==> config.mk <==
export PLATFORM = sky130hd
export DESIGN_NAME = ej32_mem_arb
export DESIGN_NICKNAME = d
export VERILOG_FILES = /design/src/rtl/ej32_pkg.sv /design/src/rtl/ej32_rr_pick.sv /design/src/rtl/ej32_mem_arb.sv
export SDC_FILE = /design/constraint.sdc
export NUM_CORES = 1
export LEC_CHECK = 0
export ABC_AREA = 1
export CORE_MARGIN = 2
export CORE_UTILIZATION = 44
export CTS_BUF_LIST = sky130_fd_sc_hd__clkbuf_4
export DETAILED_ROUTE_END_ITERATION = 10
export PLACE_DENSITY = 0.89
export SLEW_MARGIN = 20
export SYNTH_ARGS = -nofsm -noshare
export SYNTH_HDL_FRONTEND = slang
export SYNTH_SLANG_ARGS = --single-unit
==> constraint.sdc <==
create_clock -name clk -period 7 [get_ports clk]
set_clock_uncertainty 0.15 [all_clocks]
set_input_delay 0.7 -clock clk [delete_from_list [all_inputs] [get_ports clk]]
set_output_delay 0.7 -clock clk [all_outputs]
set_load 0.02 [all_outputs]
==> src/rtl/ej32_pkg.sv <==
// Shared eJ32 types and constants: memory arbiter state encoding and requester ids.
package ej32_pkg;

  typedef enum logic [0:0] {ARB_IDLE, ARB_LOCK} arb_state_t;

  localparam int MEM_N    = 4;
  localparam int RQ_ROM   = 0;
  localparam int RQ_LS    = 1;
  localparam int RQ_FETCH = 2;
  localparam int RQ_CON   = 3;

  // Round-robin successor over requesters 1..n-1 (index 0 never takes part)
  function automatic int rr_succ(input int idx, input int n);
    return (idx >= n - 1) ? 1 : idx + 1;
  endfunction

endpackage

==> src/rtl/ej32_rr_pick.sv <==
// Rotating-priority picker over requesters 1..N-1, starting the search at rr_ptr.
module ej32_rr_pick #(
  parameter int N  = 4,
  parameter int IW = 2
) (
  input  logic [N-1:0]  req,
  input  logic [IW-1:0] rr_ptr,
  output logic [N-1:0]  onehot,
  output logic [IW-1:0] idx,
  output logic          valid
);

  always_comb begin
    onehot = '0;
    idx    = '0;
    valid  = 1'b0;
    for (int k = 0; k < N - 1; k++) begin
      // Offset keeps the modulo operand non-negative even for rr_ptr == 0
      int cand;
      cand = 1 + ((int'(rr_ptr) + N - 2 + k) % (N - 1));
      if (!valid && req[cand]) begin
        valid = 1'b1;
        idx   = IW'(cand);
      end
    end
    if (valid) onehot = N'(1) << idx;
  end

endmodule

==> src/rtl/ej32_mem_arb.sv <==
// Arbiter/sequencer for the shared 8-bit SRAM port: fixed ROM priority, round-robin
// among the others, locked bursts with a watchdog, read data one cycle after grant.
module ej32_mem_arb
  import ej32_pkg::*;
#(
  parameter int N       = MEM_N,
  parameter int ASZ     = 17,
  parameter int MAXLOCK = 16
) (
  input  logic           clk,
  input  logic           rst,
  input  logic [N-1:0]   req,
  input  logic [N-1:0]   lock,
  input  logic [N-1:0]   we,
  input  logic [N*ASZ-1:0] addr,
  input  logic [N*8-1:0] wd,
  output logic [N-1:0]   gnt,
  output logic [N-1:0]   rv,
  output logic [7:0]     rd,
  output logic           lock_err,
  output logic [ASZ-1:0] mem_a,
  output logic           mem_we,
  output logic [7:0]     mem_wd,
  input  logic [7:0]     mem_rd
);

  localparam int IW = $clog2(N);
  localparam int CW = $clog2(MAXLOCK + 1);

  arb_state_t     state_reg;
  logic [IW-1:0]  owner_reg;
  logic [CW-1:0]  lock_cnt_reg;
  logic [IW-1:0]  rr_ptr_reg;
  logic [N-1:0]   rv_reg;
  logic           lock_err_reg;
  logic [ASZ-1:0] a_hold_reg;
  logic [7:0]     wd_hold_reg;

  logic [ASZ-1:0] addr_arr [N];
  logic [7:0]     wd_arr   [N];

  generate
    for (genvar gi = 0; gi < N; gi++) begin : g_unpack
      assign addr_arr[gi] = addr[gi*ASZ +: ASZ];
      assign wd_arr[gi]   = wd[gi*8 +: 8];
    end
  endgenerate

  logic [N-1:0]  rr_onehot;
  logic [IW-1:0] rr_idx;
  logic          rr_valid;

  ej32_rr_pick #(.N(N), .IW(IW)) u_pick (
    .req    (req),
    .rr_ptr (rr_ptr_reg),
    .onehot (rr_onehot),
    .idx    (rr_idx),
    .valid  (rr_valid)
  );

  logic          win_valid;
  logic [IW-1:0] win_idx;

  // Grant is masked during reset so nothing reaches the SRAM in the reset cycle
  always_comb begin
    win_valid = 1'b0;
    win_idx   = '0;
    gnt       = '0;
    if (!rst) begin
      if (state_reg == ARB_IDLE) begin
        if (req[RQ_ROM]) begin
          win_valid = 1'b1;
          win_idx   = IW'(RQ_ROM);
          gnt       = N'(1);
        end else if (rr_valid) begin
          win_valid = 1'b1;
          win_idx   = rr_idx;
          gnt       = rr_onehot;
        end
      end else if (req[owner_reg]) begin
        win_valid = 1'b1;
        win_idx   = owner_reg;
        gnt       = N'(1) << owner_reg;
      end
    end
    mem_a  = win_valid ? addr_arr[win_idx] : a_hold_reg;
    mem_wd = win_valid ? wd_arr[win_idx]   : wd_hold_reg;
    mem_we = win_valid & we[win_idx];
  end

  always_ff @(posedge clk) begin
    if (rst) begin
      state_reg    <= ARB_IDLE;
      owner_reg    <= '0;
      lock_cnt_reg <= '0;
      rr_ptr_reg   <= IW'(1);
      rv_reg       <= '0;
      lock_err_reg <= 1'b0;
      a_hold_reg   <= '0;
      wd_hold_reg  <= '0;
    end else begin
      rv_reg      <= gnt & ~we;
      a_hold_reg  <= mem_a;
      wd_hold_reg <= mem_wd;
      case (state_reg)
        ARB_IDLE: begin
          if (win_valid) begin
            if (lock[win_idx]) begin
              state_reg    <= ARB_LOCK;
              owner_reg    <= win_idx;
              lock_cnt_reg <= CW'(1);
            end
            if (win_idx != IW'(RQ_ROM))
              rr_ptr_reg <= IW'(rr_succ(int'(win_idx), N));
          end
        end
        ARB_LOCK: begin
          // A clean release wins over the watchdog in the same cycle
          if (win_valid && !lock[owner_reg]) begin
            state_reg <= ARB_IDLE;
          end else if (lock_cnt_reg == CW'(MAXLOCK)) begin
            state_reg    <= ARB_IDLE;
            lock_err_reg <= 1'b1;
          end else begin
            lock_cnt_reg <= lock_cnt_reg + CW'(1);
          end
        end
        default: state_reg <= ARB_IDLE;
      endcase
    end
  end

  assign rv       = rv_reg;
  assign rd       = mem_rd;
  assign lock_err = lock_err_reg;

endmodule

=== Word level (Yosys, flattened, before mapping) ===
Cells that the tools add are included.

* Add/sub/neg operators: 9
* Divide/modulo/power cells: 3
* Order comparisons: 7
* Equal/unequal tests: 5
* Shift-type cells: 2
* Multiplexer cells: 57
* Bitwise gates (word level): 6
* Reductions and logical operators: 11

{| class="wikitable"
|+ Operators by type and width
! cell !! number
|-
| adder 2 x 32 -> 32 bit, first input constant || 3
|-
| less-than comparator 32 x 4 -> 1 bit, second input constant || 3
|-
| modulo 32 x 3 -> 32 bit, second input constant || 3
|-
| 2-to-1 mux 17 bit || 3
|-
| binary-select mux 17 bit (select 2 bit) || 1
|-
| adder 32 x 2 -> 32 bit, second input constant || 1
|-
| adder 32 x 3 -> 32 bit, second input constant || 1
|-
| subtractor 32 x 3 -> 32 bit, second input constant || 1
|-
| 2-to-1 mux 8 bit || 3
|-
| 2-to-1 mux 1 bit || 22
|-
| 2-to-1 mux 4 bit || 5
|-
| 2-to-1 mux 5 bit || 4
|-
| 2-to-1 mux 2 bit || 9
|-
| binary-select mux 8 bit (select 2 bit) || 1
|-
| binary-select mux 1 bit (select 2 bit) || 7
|-
| case mux 5 bit (2 select lines) || 1
|-
| AND reduction 3 bit || 3
|-
| << shifter 1 x 2 -> 4 bit, first input constant || 2
|-
| less-than comparator 2 x 3 -> 1 bit, second input constant || 2
|-
| inequality test 2 bit, second input constant || 3
|-
| adder 5 x 1 -> 5 bit, second input constant || 1
|-
| == test 5 bit, second input constant || 1
|-
| adder 2 x 3 -> 4 bit, second input constant || 1
|-
| AND 4 bit || 1
|-
| other kinds (13) || 18
|}

* Register bits after elaboration: 40
* Input bits: 122
* Output and inout port bits: 43

=== Logic depth before layout (Yosys ltp) ===
* Depth after elaboration: 23
* Depth in mapped cells: 21
* Depth with buffers taken out: 21

=== Modules after synthesis ===
A second synthesis with hierarchy kept.

* Cell total of the unflattened synthesis: 510
* Area total of the unflattened synthesis: 3234.4 um^2

{| class="wikitable"
|+ By module, submodules not included
! module !! instances !! cells an instance !! area an instance (um^2)
|-
| ej32_mem_arb || 1 || 452 || 2911.5
|-
| ej32_rr_pick || 1 || 58 || 322.8
|}

=== Worst setup path before layout ===
No wires, ideal clock.

* Kind: register to output
* From: register rr_ptr_reg[0]
* To: output port mem_we
* Arrival: 2.384 ns
* Required time: 6.150 ns
* Slack: 3.766 ns
* Stages on the path, launching flop included: 19
* Cell sequence: dfxtp_1 inv_1 ha_1 inv_2 nand2_1 nand3_1 nand2_2 inv_1 nand3_1 nand3_1 nand3_2 nand2_4 nand2_4 inv_2 buf_2 nor2_1 nor2_1 o21ai_0 a21oi_1

* Cells in the longest elaborated chain, start to end: 21
* Elaborated cells on any way between the ends: 40

{| class="wikitable"
|+ Ends and longest elaborated chain
! item !! line !! text
|-
| from (decl) || ej32_mem_arb.sv:33 || <nowiki>logic [IW-1:0] rr_ptr_reg;</nowiki>
|-
| from (signal assigned) || ej32_mem_arb.sv:114 || <nowiki>rr_ptr_reg <= IW'(rr_succ(int'(win_idx), N));</nowiki>
|-
| adder 2 x 3 -> 4 bit * || ej32_rr_pick.sv:20 || <nowiki>cand = 1 + ((int'(rr_ptr) + N - 2 + k) % (N - 1));</nowiki>
|-
| subtractor 32 x 3 -> 32 bit * || ej32_rr_pick.sv:20 ||
|-
| parallel branches: the longest is 12 deep, another holds adder 32 x 2 -> 32 bit || -- ||
|-
| 2-to-1 mux 2 bit * || ej32_mem_arb.sv:75 || <nowiki>end else if (rr_valid) begin</nowiki>
|-
| 2-to-1 mux 2 bit * || ej32_mem_arb.sv:71 || <nowiki>if (req[RQ_ROM]) begin</nowiki>
|-
| 2-to-1 mux 2 bit * || ej32_mem_arb.sv:70 || <nowiki>if (state_reg == ARB_IDLE) begin</nowiki>
|-
| 2-to-1 mux 2 bit * || ej32_mem_arb.sv:69 || <nowiki>if (!rst) begin</nowiki>
|-
| via win_idx[0] || ej32_mem_arb.sv:62 || <nowiki>logic [IW-1:0] win_idx;</nowiki>
|-
| binary-select mux 1 bit (select 2 bit) * || ej32_mem_arb.sv:88 || <nowiki>mem_we = win_valid & we[win_idx];</nowiki>
|-
| 2-to-1 mux 1 bit (implied by the code) * || ej32_mem_arb.sv:88 ||
|-
| AND 1 bit * || ej32_mem_arb.sv:88 ||
|-
| to (decl) || ej32_mem_arb.sv:22 || <nowiki>output logic mem_we,</nowiki>
|}

Mark *: on every way through the listed nets, which the timed path passes. The select of a mux whose other input is x is not followed.

=== Worst setup path after layout ===
* From: register rr_ptr_reg[0]
* To: output port mem_we

* Cells in the longest elaborated chain, start to end: 21
* Elaborated cells on any way between the ends: 40

{| class="wikitable"
|+ Ends and longest elaborated chain
! item !! line
|-
| adder 2 x 3 -> 4 bit * || ej32_rr_pick.sv:20
|-
| subtractor 32 x 3 -> 32 bit * || ej32_rr_pick.sv:20
|-
| parallel branches: the longest is 18 deep, another holds adder 32 x 2 -> 32 bit || --
|-
| AND 1 bit * || ej32_mem_arb.sv:88
|}

Every way passes the cells marked *. The select of a mux whose other input is x is not followed.

==> results.json <==
{
  "outcome": "finished, final reports clean",
  "postSynth.topFlopCell": "sky130_fd_sc_hd__dfxtp_1",
  "synth_cells": 498,
  "start_point_of_the_critical_path": "rr_ptr_reg[0]",
  "core_region_area_um2": 6790,
  "postCtsHoldBufs": 0,
  "io-pin-count": 165,
  "crit_path_top_delay_cell": "sky130_fd_sc_hd__clkdlybuf4s50_1",
  "wp_data_required_ns": 6.15,
  "clk_transition_reported_paths_ns": 0.11,
  "power_leakage_uw": 0.00200,
  "syn-mean-instance-area_um2": 6.20,
  "clk_latency_ns": 0.34,
  "min_delay_worst_endpoint": "a_hold_reg[1]",
  "synth_top_cell_by_area": "sky130_fd_sc_hd__dfxtp_1",
  "detail_route.wl_per_cell_um": 13.4,
  "diodes": 0,
  "asyncSetResetFlopFracSynth_pct": 0,
  "cts_resized": 0,
  "grt_antenna_before_repair": 0,
  "timing.critical_path.from_type": "register",
  "area_growth_pct": 47.2,
  "post-dp-hpwl_mm": 7.18,
  "netlist_area_before_placement_um2": 3090,
  "unrepaired_setup_endpoints_after_global_routing": "no",
  "fp.dieH_um": 87.8,
  "worstHoldPathCells": 2,
  "register_to_register_setup_slack_ns": 3.47,
  "startpoint_of_the_worst_hold_path": "a_hold_reg[1]",
  "detailedRoute.firstPassIterationCount": 6,
  "setup_failing_eps_final": 0,
  "max_stage_delay_ns": 0.63,
  "crit_path_cell_trace": "inv_1, ha_1, inv_2, nand2_1, nand3_1, nand2_2, inv_1, nand3_1, nand3_1, nand3_2, nand2_4, nand2_4, inv_2, nor2_1, nor2_1, o21ai_0, a21oi_1, clkdlybuf4s50_1",
  "drt_first_iter_violations": 344,
  "max-cap-violations": 0,
  "critical_path.reg2reg.endpoint": "rr_ptr_reg[1]",
  "netlist_top_cells_count": "sky130_fd_sc_hd__nand2_1 (120), sky130_fd_sc_hd__nor2_1 (57), sky130_fd_sc_hd__inv_1 (47)",
  "num-nets-final": 752,
  "routed_wl_mm": 9.60,
  "synth_warnings": 0,
  "globalRouteOverflowTotal": 0,
  "max_clock_freq_ghz": 0.198,
  "pin_count_of_the_biggest_net_entering_global_routing": 67,
  "cts_post_setup_buffers_inserted": 0,
  "cts.sinks": 40,
  "maxSlewViolCount": 0,
  "n_fill_cell": 602,
  "highest_ir_drop_seen_on_vdd_v": 0.000101,
  "effective_utilization_at_floorplan_pct": 45.5,
  "setup.worst_path.end_class": "primary output",
  "numCtsBuffers": 5,
  "drc_errors_left": 0,
  "routed_via_density": 5.22,
  "post-synth-top-count-cell": "sky130_fd_sc_hd__nand2_1",
  "ctsRootBufferMaster": "sky130_fd_sc_hd__clkbuf_4",
  "min_period_ns": 5.04,
  "grt_first_pass_wirelength_mm": 15.2,
  "largest_register_ffs": 17,
  "portBuffers": 148,
  "detailroute.via_count": 3746,
  "reg2reg_from": "rr_ptr_reg[0]",
  "synth_edf_count": 0,
  "fp-row-count": 30,
  "synth_seq_area_share_pct": 25.9,
  "fp.dieW_um": 87.8,
  "timing.critical_path.fanout_max": 66,
  "worst_pin_slew_ns": 0.822,
  "track_usage_pct": 24.5,
  "data_arrival_time_of_the_worst_path_ns": 4.19,
  "maximum_buffer_depth_of_the_clock_tree": 2,
  "crit_type": "register to primary output",
  "synth_top_cells_by_area": "sky130_fd_sc_hd__dfxtp_1 (26%), sky130_fd_sc_hd__nand2_1 (15%), sky130_fd_sc_hd__nor2_1 (6.9%)",
  "totalNegativeSetupSlack_ns": 0,
  "timing.slew.headroom_pct": 45.2,
  "crit_path_frequent_cell": "sky130_fd_sc_hd__nand3_1",
  "post_route_cells_drive_above_1_share_pct": 7.23,
  "layout_worst_path_cycle_share_pct": 72.0,
  "grt_pass1_vias": 3483,
  "synth.net_count": 628,
  "timing.final.hold_violations": 0,
  "reg2reg_depth": 17,
  "share_of_the_synthesized_area_in_the_top_cell_type_pct": 25.9,
  "final_core_utilization_pct": 66.9,
  "tritoncts": "yes",
  "yosys_register_bits": 40,
  "cts-htree-levels": 2,
  "dieArea_um2": 7710,
  "min_path_type": "register to register",
  "total_power_uw": 786,
  "gpl.final_weighted_congestion": 0.936,
  "pwr_density_cell_nw_per_um2": 173,
  "hold_slack_ns": 0.331,
  "detail-route-antenna-nets": 0,
  "post_synth_num_cell_types": 32
}
## layout by cell type, fill, tap and decap left out
cell type	count
sky130_fd_sc_hd__nand2_2	5
sky130_fd_sc_hd__nor2_2	2
sky130_fd_sc_hd__a21oi_2	1
sky130_fd_sc_hd__clkinv_2	1
sky130_fd_sc_hd__inv_2	5
sky130_fd_sc_hd__xor2_1	1
sky130_fd_sc_hd__nand3b_1	1
sky130_fd_sc_hd__dfxtp_1	40
sky130_fd_sc_hd__a221oi_1	1
sky130_fd_sc_hd__ha_1	8
sky130_fd_sc_hd__o21a_1	1
sky130_fd_sc_hd__o22ai_1	2
sky130_fd_sc_hd__o21ai_0	31
sky130_fd_sc_hd__clkdlybuf4s50_1	148
sky130_fd_sc_hd__a21oi_1	26
sky130_fd_sc_hd__a211oi_1	1
sky130_fd_sc_hd__clkbuf_4	6
sky130_fd_sc_hd__nor3_1	2
sky130_fd_sc_hd__nand2_4	4
sky130_fd_sc_hd__nand3_1	34
sky130_fd_sc_hd__nand4_1	3
sky130_fd_sc_hd__buf_4	2
sky130_fd_sc_hd__nand2_1	120
sky130_fd_sc_hd__nor2_1	57
sky130_fd_sc_hd__o31ai_1	1
sky130_fd_sc_hd__o21ai_1	16
sky130_fd_sc_hd__or2_2	15
sky130_fd_sc_hd__inv_1	47
sky130_fd_sc_hd__nand3_2	4
sky130_fd_sc_hd__or2_1	10
sky130_fd_sc_hd__o211ai_1	27
## area by class of cell
| class | count | area [µm²] | area share (%) |
|---|---|---|---|
| multi-input cells | 373 | 1890 | 41.5 |
| repair buffers | 150 | 1500 | 32.9 |
| flip-flops and latches | 40 | 801 | 17.6 |
| inverters | 52 | 195 | 4.29 |
| well taps | 96 | 120 | 2.64 |
| clock buffers | 6 | 45.0 | 0.990 |
| clock inverters | 1 | 5.00 | 0.110 |
## worst max-delay path by stage
stage	to	slack [ns]	depth (start not counted)
2_1_floorplan	mem_we	3.77	18
3_3_place_gp	mem_we	2.10	16
3_5_place_dp	mem_we	2.01	16
4_1_cts	mem_we	1.95	18
5_1_grt	mem_we	1.57	18
6_report	mem_we	1.96	18
## stage by stage
step	setup WS, ns	cells	area, µm²
after floorplan	3.77	498	3090
after global placement	2.10	711	4500
after detailed placement	2.01	711	4500
after CTS	1.95	718	4550
after global routing	1.57	718	4550
final	1.96	718	4550
## worst max-delay path: cells and delay by family, from the launching register on
kind / cells / cell delay (ns)
AO/OA/AOI/OAI: 2 / 0.24
buffers and inverters: 5 / 1.51
flip-flops: 1 / 0.41
adder cells (fa/ha/maj): 1 / 0.40
AND/OR/NAND/NOR: 10 / 1.29
## metal layers
layer | global-route usage, % | share of wire, %
met1 | 29.9 | 40
met2 | 42.6 | 49
met3 | 3.86 | 7.7
met4 | 10.5 | 3.5
met5 | 0 | 0
## power by group
part	total, µW	internal [µW]	leakage, µW	switching (µW)
Clock	116	41.0	0.0000315	75.0
Sequential	266	253	0.000328	13.4
Combinational	403	186	0.00164	218
Total	786	479	0.00200	306
## cell families (layout without fill, tap and decap cells)
logic type | count (synthesis) | in the layout | share of synthesized area (%)
and+or+nand+nor | 257 | 257 | 37.4
AOI/OAI and AO/OA | 107 | 107 | 20.1
buffers and inverters | 85 | 209 | 13.0
adders and majority gates | 8 | 8 | 3.24
DFF | 40 | 40 | 25.9
xor gates and xnor gates | 1 | 1 | 0.284
Power figures use the tool's default switching activity.
